<file path="src/rtl/cnn_seq_pkg.sv">
// Shared types and helpers for the CNN layer sequencer.
// Optional feature macro used by the sequencer: CNN_SEQ_WATCHDOG_EN.
package cnn_seq_pkg;

  typedef enum logic [2:0] {
    S_IDLE  = 3'd0,
    S_ISSUE = 3'd1,
    S_WAIT  = 3'd2,
    S_DONE  = 3'd3,
    S_ERR   = 3'd4
  } seq_state_e;

  // Layer index width; a single layer still gets a 1-bit index.
  function automatic int idx_width(input int n);
    return (n <= 1) ? 1 : $clog2(n);
  endfunction

endpackage

</file>
<file path="src/rtl/cnn_seq_next_sel.sv">
// Priority selector: lowest non-skipped layer, either from index 0 or strictly
// above a threshold index.
module cnn_seq_next_sel #(
  parameter int NUM_LAYERS = 3,
  parameter int IDX_W      = 2
) (
  input  logic [NUM_LAYERS-1:0] mask_i,
  input  logic [IDX_W-1:0]      thresh_i,
  input  logic                  from_start_i,
  output logic [IDX_W-1:0]      idx_o,
  output logic                  found_o
);

  // Scan downwards so the lowest eligible index is the one left standing.
  always_comb begin
    idx_o   = '0;
    found_o = 1'b0;
    for (int k = NUM_LAYERS - 1; k >= 0; k--) begin
      if (!mask_i[k] && (from_start_i || (k > int'(thresh_i)))) begin
        idx_o   = IDX_W'(k);
        found_o = 1'b1;
      end
    end
  end

endmodule

</file>
<file path="src/rtl/cnn_layer_sequencer.sv">
// Runs NUM_LAYERS layer engines in order through start/done handshakes with a
// per-run skip mask and abort. Watchdog compiled in with CNN_SEQ_WATCHDOG_EN.
module cnn_layer_sequencer
  import cnn_seq_pkg::*;
#(
  parameter  int NUM_LAYERS     = 3,
  parameter  int DATA_W         = 32,
  parameter  int TIMEOUT_CYCLES = 65536,
  localparam int IDX_W          = idx_width(NUM_LAYERS)
) (
  input  logic                     clk,
  input  logic                     rst,
  input  logic                     start,
  input  logic                     abort,
  input  logic [NUM_LAYERS-1:0]    skip_mask,
  output logic [NUM_LAYERS-1:0]    layer_start,
  input  logic [NUM_LAYERS-1:0]    layer_done,
  input  logic signed [DATA_W-1:0] result_in,
  output logic signed [DATA_W-1:0] value,
  output logic                     done,
  output logic                     busy,
  output logic [IDX_W-1:0]         layer_idx,
  output logic                     error,
  output logic [2:0]               dbg_state
);

  if (NUM_LAYERS < 1 || TIMEOUT_CYCLES < 1) begin : g_param_check
    $error("cnn_layer_sequencer: NUM_LAYERS and TIMEOUT_CYCLES must be >= 1");
  end

  seq_state_e               state_q, state_d;
  logic [NUM_LAYERS-1:0]    mask_q, mask_d;
  logic [IDX_W-1:0]         idx_q, idx_d;
  logic signed [DATA_W-1:0] value_q, value_d;
  logic [NUM_LAYERS-1:0]    layer_start_q, layer_start_d;
  logic                     done_q, done_d;
  logic                     busy_q, busy_d;

  logic                     launch_st;
  logic [NUM_LAYERS-1:0]    sel_mask;
  logic [IDX_W-1:0]         sel_idx;
  logic                     sel_found;

`ifdef CNN_SEQ_WATCHDOG_EN
  localparam int WD_W = $clog2(TIMEOUT_CYCLES + 1);
  logic [WD_W-1:0] wd_q, wd_d;
  logic            error_q, error_d;
`endif

  // At launch the live skip_mask is searched from index 0; in WAIT the latched
  // mask is searched strictly above the active layer.
  assign launch_st = (state_q == S_IDLE) || (state_q == S_DONE) || (state_q == S_ERR);
  assign sel_mask  = launch_st ? skip_mask : mask_q;

  cnn_seq_next_sel #(
    .NUM_LAYERS (NUM_LAYERS),
    .IDX_W      (IDX_W)
  ) u_next_sel (
    .mask_i       (sel_mask),
    .thresh_i     (idx_q),
    .from_start_i (launch_st),
    .idx_o        (sel_idx),
    .found_o      (sel_found)
  );

  always_ff @(posedge clk) begin
    if (rst) begin
      state_q       <= S_IDLE;
      mask_q        <= '0;
      idx_q         <= '0;
      value_q       <= '0;
      layer_start_q <= '0;
      done_q        <= 1'b0;
      busy_q        <= 1'b0;
`ifdef CNN_SEQ_WATCHDOG_EN
      wd_q          <= '0;
      error_q       <= 1'b0;
`endif
    end else begin
      state_q       <= state_d;
      mask_q        <= mask_d;
      idx_q         <= idx_d;
      value_q       <= value_d;
      layer_start_q <= layer_start_d;
      done_q        <= done_d;
      busy_q        <= busy_d;
`ifdef CNN_SEQ_WATCHDOG_EN
      wd_q          <= wd_d;
      error_q       <= error_d;
`endif
    end
  end

  always_comb begin
    state_d = state_q;
    mask_d  = mask_q;
    idx_d   = idx_q;
    value_d = value_q;
`ifdef CNN_SEQ_WATCHDOG_EN
    wd_d    = wd_q;
`endif
    if (abort) begin
      state_d = S_IDLE;
    end else begin
      case (state_q)
        S_IDLE, S_DONE, S_ERR: begin
          if (start) begin
            mask_d = skip_mask;
            if (sel_found) begin
              idx_d   = sel_idx;
              state_d = S_ISSUE;
            end else begin
              state_d = S_DONE;
            end
          end
        end
        S_ISSUE: begin
          state_d = S_WAIT;
`ifdef CNN_SEQ_WATCHDOG_EN
          wd_d    = '0;
`endif
        end
        S_WAIT: begin
          if (layer_done[idx_q]) begin
            if (sel_found) begin
              idx_d   = sel_idx;
              state_d = S_ISSUE;
            end else begin
              value_d = result_in;
              state_d = S_DONE;
            end
          end
`ifdef CNN_SEQ_WATCHDOG_EN
          else if (wd_q == WD_W'(TIMEOUT_CYCLES)) begin
            state_d = S_ERR;
          end else begin
            wd_d = wd_q + 1'b1;
          end
`endif
        end
        default: state_d = S_IDLE;
      endcase
    end
  end

  // Strobes are decoded from the next state so every output leaves a flop.
  always_comb begin
    layer_start_d = '0;
    for (int k = 0; k < NUM_LAYERS; k++) begin
      layer_start_d[k] = (state_d == S_ISSUE) && (idx_d == IDX_W'(k));
    end
    done_d = (state_d == S_DONE);
    busy_d = (state_d == S_ISSUE) || (state_d == S_WAIT);
`ifdef CNN_SEQ_WATCHDOG_EN
    error_d = (state_d == S_ERR);
`endif
  end

  assign layer_start = layer_start_q;
  assign value       = value_q;
  assign done        = done_q;
  assign busy        = busy_q;
  assign layer_idx   = idx_q;
  assign dbg_state   = state_q;
`ifdef CNN_SEQ_WATCHDOG_EN
  assign error       = error_q;
`else
  assign error       = 1'b0;
`endif

endmodule

</file>
<file path="config.mk">
export PLATFORM = sky130hd
export DESIGN_NAME = cnn_layer_sequencer
export DESIGN_NICKNAME = d
export VERILOG_FILES = /design/src/rtl/cnn_seq_pkg.sv /design/src/rtl/cnn_seq_next_sel.sv /design/src/rtl/cnn_layer_sequencer.sv
export SDC_FILE = /design/constraint.sdc
export NUM_CORES = 1
export LEC_CHECK = 0
export CAP_MARGIN = 20
export CORE_ASPECT_RATIO = 1.2
export CORE_MARGIN = 2
export CORE_UTILIZATION = 37
export CTS_CLUSTER_DIAMETER = 80
export DETAILED_ROUTE_END_ITERATION = 12
export PLACE_DENSITY_LB_ADDON = 0.08
export SETUP_SLACK_MARGIN = 0.15
export SLEW_MARGIN = 20
export SYNTH_ARGS = -nofsm -noshare
export SYNTH_HDL_FRONTEND = slang
export SYNTH_HIERARCHICAL = 1
export SYNTH_SLANG_ARGS = --single-unit
</file>
<file path="constraint.sdc">
create_clock -name clk -period 3 [get_ports clk]
set_input_delay 0.3 -clock clk [delete_from_list [all_inputs] [get_ports clk]]
set_output_delay 0.3 -clock clk [all_outputs]
set_load 0.01 [all_outputs]
</file>
==> impl_metrics.py, run 1 <==
metrics = {
    "floorplanning": {
        "chipHeight_um": 82.28,
        "initial_core_util": 0.3825,
        "coreArea_sq_mm": 0.004940,
        "dieArea_sq_mm": 0.005696,
        "io_pins": 85,
        "die_w_um": 69.23,
        "rows": 28,
    },
    "logic_synthesis": {
        "yosysMostFrequentCell": "dfxtp_1",
        "syn_area_per_cell_sq_um": 8.434,
        "yosys.area.top_type": "dfxtp_1",
        "async_flop_share": 0,
        "synth-edff-count": 0,
        "yosys_register_bits": 45,
        "synth_area_sq_mm": 0.001889,
        "netlist.area_leader.share": 0.4768,
        "synth_common_cells": "dfxtp_1 (45), a21oi_1 (35), nand3_1 (34)",
        "synth_area_leaders": "dfxtp_1 (48%), a21oi_1 (9.3%), nand3_1 (9.0%), o21ai_1 (8.5%), clkbuf_1 (3.4%)",
        "synth_nets": 266,
        "yosysSeqAreaShare": 0.4768,
        "netlist_instances": 224,
        "synth_ff_type": "dfxtp_1",
        "ys_types": 37,
        "ys.warnings.count": 6,
    },
    "worst_hold_path": {
        "hold_class": "flip-flop to flip-flop",
        "hp-start": "value[2]",
        "worst_hold_path.endpoint": "value[2]",
        "min_delay_path_depth": 2,
    },
    "outcome": {
        "outcome": "completed",
    },
    "finish": {
        "diodes": 0,
        "fillers": 456,
        "multi_input_area_sq_um": 932.1,
        "drive_above_1_share": 0.1100,
        "nets": 350,
        "syn_to_final_growth_pct": 58.28,
        "register_area_sq_um": 907.1,
    },
    "global_routing": {
        "grt_pass1_vias": 1833,
        "use_met2": 0.3067,
        "grt_max_degree": 40,
        "grt_pass1_wl_mm": 8.411,
        "antenna_found_initial": 0,
        "met3_usage": 0.05583,
        "grt_usage": 0.1824,
        "grt_use_met1": 0.2226,
        "grt.busiest_layer": "met2",
        "grt_overflow": 0,
    },
    "critical_path": {
        "critical_path_peak_fanout": 8,
        "critPathKind": "flip-flop to flip-flop",
        "r2r_end": "busy",
        "path_cells": "and3b_1 > or2_4 > mux2_4 > nand2b_1 > a31oi_2 > inv_2 > o311a_4 > o41a_1 > a32o_1",
        "critPathRequiredTime_ps": 3190,
        "start_kind": "flip-flop",
        "r2r-start": "dbg_state[2]",
        "end_kind": "flip-flop",
        "cpPeakStageDelay_ps": 390,
        "crit_slowest_cell": "o311a_4",
        "r2r_setup_slack_ps": 260,
        "r2r_cells": 9,
        "cp.arrival_ps": 2930,
    },
    "clock_network": {
        "cts_tree": "built",
        "clockBufferDepth": 2,
        "ctsHoldBuffers": 0,
        "cts_made_buffers": 5,
        "clkTransAtPathRegs_ps": 90,
        "cts_root_buffer": "clkbuf_8",
        "cts_sinks": 45,
        "htree_levels": 2,
        "clk_latency_ps": 300,
    },
    "timing": {
        "period_share": 0.9121,
        "rsz0062_at_grt": "false",
        "hold_viol": 0,
        "finalCriticalPeriod_ps": 2736,
        "fmax_mhz": 365.4,
        "drv_slew": 0,
        "skew_ps": 8.649,
        "setup_viol": 0,
        "tns_ps": 0,
    },
    "route": {
        "routed_wl_mm": 5.314,
        "drc": 0,
        "via_per_inst": 5.276,
        "drtPass1Iterations": 4,
        "drtAntennaViolNets": 0,
        "first_iter_violations": 106,
        "vias": 1947,
        "avgRoutedWirePerCell_um": 14.40,
    },
    "place": {
        "gp_congestion": 0.7860,
        "dp.final_hpwl_mm": 3.477,
        "port_buffers": 83,
    },
    "power_and_ir_drop": {
        "peakVddDrop_uv": 285.0,
        "power_uw": 1271,
        "powerDensity_mw_per_mm2": 424.9,
        "leakagePower_uw": 0.001038,
    },
    "run": {
        "cap_violations": 0,
    },
}
==> sequential cells by signal (all words and copies together), names as in the netlist <==
name,count
done,1
value,32
layer_idx,2
layer_start,3
mask_q,3
busy,1
dbg_state,3
==> through the flow <==
step	cells	area [sq um]	setup WS (ps)	utilization	hold WS, ps
3_3_place_gp	357	2811	179.9	0.5691	461.3
4_1_cts	365	2934	182.4	0.5940	481.1
2_1_floorplan	224	1899	160.3	-	383.1
3_5_place_dp	357	2811	121.8	0.5691	470.9
6_report	369	2990	263.6	0.6054	478.6
5_1_grt	369	2990	159.1	0.6054	502.1
==> routing by layer <==
metal / wire (um) / vias up / part of all wire
li1: - / 976 / -
met1: 2333 / 892 / 0.44
met2: 2528 / 72 / 0.48
met3: 400 / 7 / 0.075
met4: 51 / 0 / 0.0096
met5: 0 / - / 0
==> report_power, final <==
group          total [uW]  switching (uW)  internal [uW]
combinational         181            86.3           94.7
sequential            610            6.55            604
clock                 479             208            271
==> cell usage in the layout, fill, tap and decap left out, types with 2 or more instances in the layout <==
cell,Yosys,layout
clkdlybuf4s50_1,0,83
dfxtp_1,45,42
a21oi_1,35,35
nand3_1,34,34
o21ai_1,32,31
buf_4,1,12
nor2_1,8,8
mux2i_1,6,6
nand2_1,6,6
clkbuf_8,0,6
o21ai_0,4,4
inv_1,4,3
and4b_1,3,3
nor3b_1,2,2
dfxtp_2,0,2
==> kinds of logic (layout without fill, tap and decap cells) <==
kind of cell	Yosys count	in the layout	synth area share
flip-flops	45	45	0.4768
AO/OA/AOI/OAI	81	81	0.2358
AND/OR/NAND/NOR	65	65	0.1874
multiplexers	9	9	0.04967
other	1	1	0.001985
buffers and inverters	23	108	0.04834
==> final cells by class <==
type,count,area share
Timing Repair Buffer,96,0.3146
Multi-Input combinational cell,156,0.3117
Sequential cell,45,0.3033
Clock buffer,6,0.02762
Tap cell,60,0.02510
Clock inverter,2,0.01255
Inverter,4,0.005021
==> worst max-delay path by stage <==
stage | startpoint | endpoint | slack, ps | cells after the start
after global placement | dbg_state[2] | busy | 180 | 9
after floorplan | dbg_state[2] | busy | 160 | 10
after CTS | dbg_state[2] | busy | 180 | 9
after global routing | dbg_state[2] | busy | 160 | 9
final | dbg_state[2] | busy | 260 | 9
after detailed placement | dbg_state[2] | busy | 120 | 9
==> worst max-delay path: cells and delay by family, from the launching register on <==
family	cells	cell delay (ps)
AO/OA/AOI/OAI	4	1220
buffers and inverters	1	80
flip-flops	1	370
multiplexers	1	320
AND/OR/NAND/NOR	3	640
==> timing repair <==
| action | in CTS | in global routing |
|---|---|---|
| resized for setup | 1 | 8 |
| buffers inserted | 0 | 4 |
| endpoints found under the setup margin | 2 | 26 |
| pin swaps | 0 | 3 |
Note: power is estimated with default switching activity, not from simulation.
==> inputs of run 2 (changes only) <==
--- a/config.mk
+++ b/config.mk
@@ -5,12 +5,14 @@
 export SDC_FILE = /design/constraint.sdc
 export NUM_CORES = 1
 export LEC_CHECK = 0
+export ABC_CLOCK_PERIOD_IN_PS = 3000
 export CAP_MARGIN = 20
 export CORE_ASPECT_RATIO = 1.2
 export CORE_MARGIN = 2
 export CORE_UTILIZATION = 37
 export CTS_CLUSTER_DIAMETER = 80
 export DETAILED_ROUTE_END_ITERATION = 12
+export GPL_ROUTABILITY_DRIVEN = 0
 export PLACE_DENSITY_LB_ADDON = 0.08
 export SETUP_SLACK_MARGIN = 0.15
 export SLEW_MARGIN = 20
==> results of run 2 <==
Same layout as run 1: the final DEF is identical, and so are final timing and power.
==> edit: new RTL, config.mk and constraints of run 1 <==
`NUM_LAYERS` is set to 3 in 2 places; all go to 5.
--- a/src/rtl/cnn_seq_next_sel.sv
+++ b/src/rtl/cnn_seq_next_sel.sv
@@ -1,7 +1,7 @@
 // Priority selector: lowest non-skipped layer, either from index 0 or strictly
 // above a threshold index.
 module cnn_seq_next_sel #(
-  parameter int NUM_LAYERS = 3,
+  parameter int NUM_LAYERS = 5,
   parameter int IDX_W      = 2
 ) (
   input  logic [NUM_LAYERS-1:0] mask_i,
--- a/src/rtl/cnn_layer_sequencer.sv
+++ b/src/rtl/cnn_layer_sequencer.sv
@@ -3,7 +3,7 @@
 module cnn_layer_sequencer
   import cnn_seq_pkg::*;
 #(
-  parameter  int NUM_LAYERS     = 3,
+  parameter  int NUM_LAYERS     = 5,
   parameter  int DATA_W         = 32,
   parameter  int TIMEOUT_CYCLES = 65536,
   localparam int IDX_W          = idx_width(NUM_LAYERS)
Interface: changed (resized layer_done, layer_idx, layer_start and skip_mask); port bits go from 85 to 92. No check against the original RTL was run, so the function may have changed too.
==> edit against run 1 <==
Wire length down 0.88%. Count of clock-buffer cells in the layout up 2. Sequential cell count up 5. Final cell count up 10%. Setup slack better by 65 ps. Area after synthesis up 11%. Total power up 0.94%. Clock power down 6.9%. Highest routed layer unchanged. Combinational power down 12%. Largest cell class is now multi-input gates. Cell area up 7.1%. Largest power group unchanged. Hold slack worse by 23 ps. Sequential power up 11%.
==> edit: results <==
{
  "dr.pass1.iters": 4,
  "grt_pass1_vias": 1875,
  "r2r_cells": 11,
  "seq_area_frac": 0.315,
  "finClkSkew_ps": 3.38,
  "power_density_mw_per_mm2": 401,
  "whs_ps": 456,
  "multi_input_comb_cells": 187,
  "final_cell_count_no_fill": 406,
  "nNonClkInverters": 2,
  "rrSetupSlack_ps": 330,
  "grt_pass1_wl_um": 8580,
  "drive_above_1_share": 0.102,
  "die_area_mm2": 0.00627,
  "grt_max_degree": 50,
  "outcome": "finished, final reports clean",
  "placedCellCount": 397,
  "dpl-instance-area_mm2": 0.00304,
  "clk_share": 0.0344,
  "numCtsBuffers": 5,
  "synth_nets": 301,
  "cap_violations": 0,
  "yosysSeqAreaShare": 0.478,
  "gp_congestion": 0.801,
  "cellLeakagePower_nw": 1.13,
  "ir_drop_uv": 219,
  "grt_usage": 0.171,
  "timing.fmax_ghz": 0.374,
  "ys.flop_type": "dfxtp_1",
  "worstReg2RegEnd": "layer_start[3]",
  "synthDistinctLibCells": 42,
  "initialDrtViolationCount": 73,
  "vias": 2019,
  "yosys-top-cells-area": "dfxtp_1 48%, nand2_1 13%, a21oi_1 9.1%, mux2i_1 3.3%, mux2_2 3.2%",
  "post-place-ws_ps": 119,
  "fillers": 546,
  "whs_endpoint": "value[18]",
  "crit_family": "simple AND/OR/NAND/NOR gates",
  "synth_common_cells": "72 x nand2_1, 50 x dfxtp_1, 38 x a21oi_1, 16 x nor2_1, 13 x clkbuf_1",
  "antenna_found_initial": 0,
  "routed_wl_um": 5270,
  "final_nets": 387,
  "p_seq_frac": 0.528,
  "num-nonclk-buffers": 95,
  "area_growth_pct": 53.1,
  "cp.arrival_ps": 2910,
  "slowest_stage": "or4b_1",
  "multi_input_area_mm2": 0.00105,
  "comb-power_mw": 0.160,
  "p_int_mw": 1.00,
  "startpoint": "dbg_state[1]",
  "clock_buffers": 8,
  "hold_path.startpoint": "value[18]",
  "cpPeakStageDelay_ps": 480,
  "cts.sinks": 50,
  "syn_avg_cell_area_um2": 8.20,
  "r2r_start": "dbg_state[1]"
}
## edit: cell count changes after synthesis, moves of 4 or more
cell      before  now
nand2_1        6   72
nand2b_1       1    5
mux2_2         0    6
nor2_1         8   16
o21ai_1       32    0
dfxtp_1       45   50
clkbuf_1      17   13
nor2b_1        1    5
nand3_1       34    4
## edit: kinds of logic (layout without fill, tap and decap cells)
| logic type | after synthesis | count (layout) | synth area share |
|---|---|---|---|
| other | 1 | 1 | 0.00179 |
| buffers and inverters | 18 | 105 | 0.0377 |
| multiplexers | 14 | 14 | 0.0730 |
| flip-flops | 50 | 50 | 0.478 |
| AND/OR/NAND/NOR | 116 | 116 | 0.250 |
| AO/OA/AOI/OAI | 56 | 56 | 0.159 |
## edit: metal layers
| metal | GRT usage | part of all wire | vias up |
|---|---|---|---|
| met5 | 0 | 0 | - |
| met4 | 0.0539 | 0.018 | 0 |
| met3 | 0.0581 | 0.073 | 9 |
| met2 | 0.288 | 0.49 | 57 |
| met1 | 0.203 | 0.42 | 922 |
| li1 | - | - | 1031 |
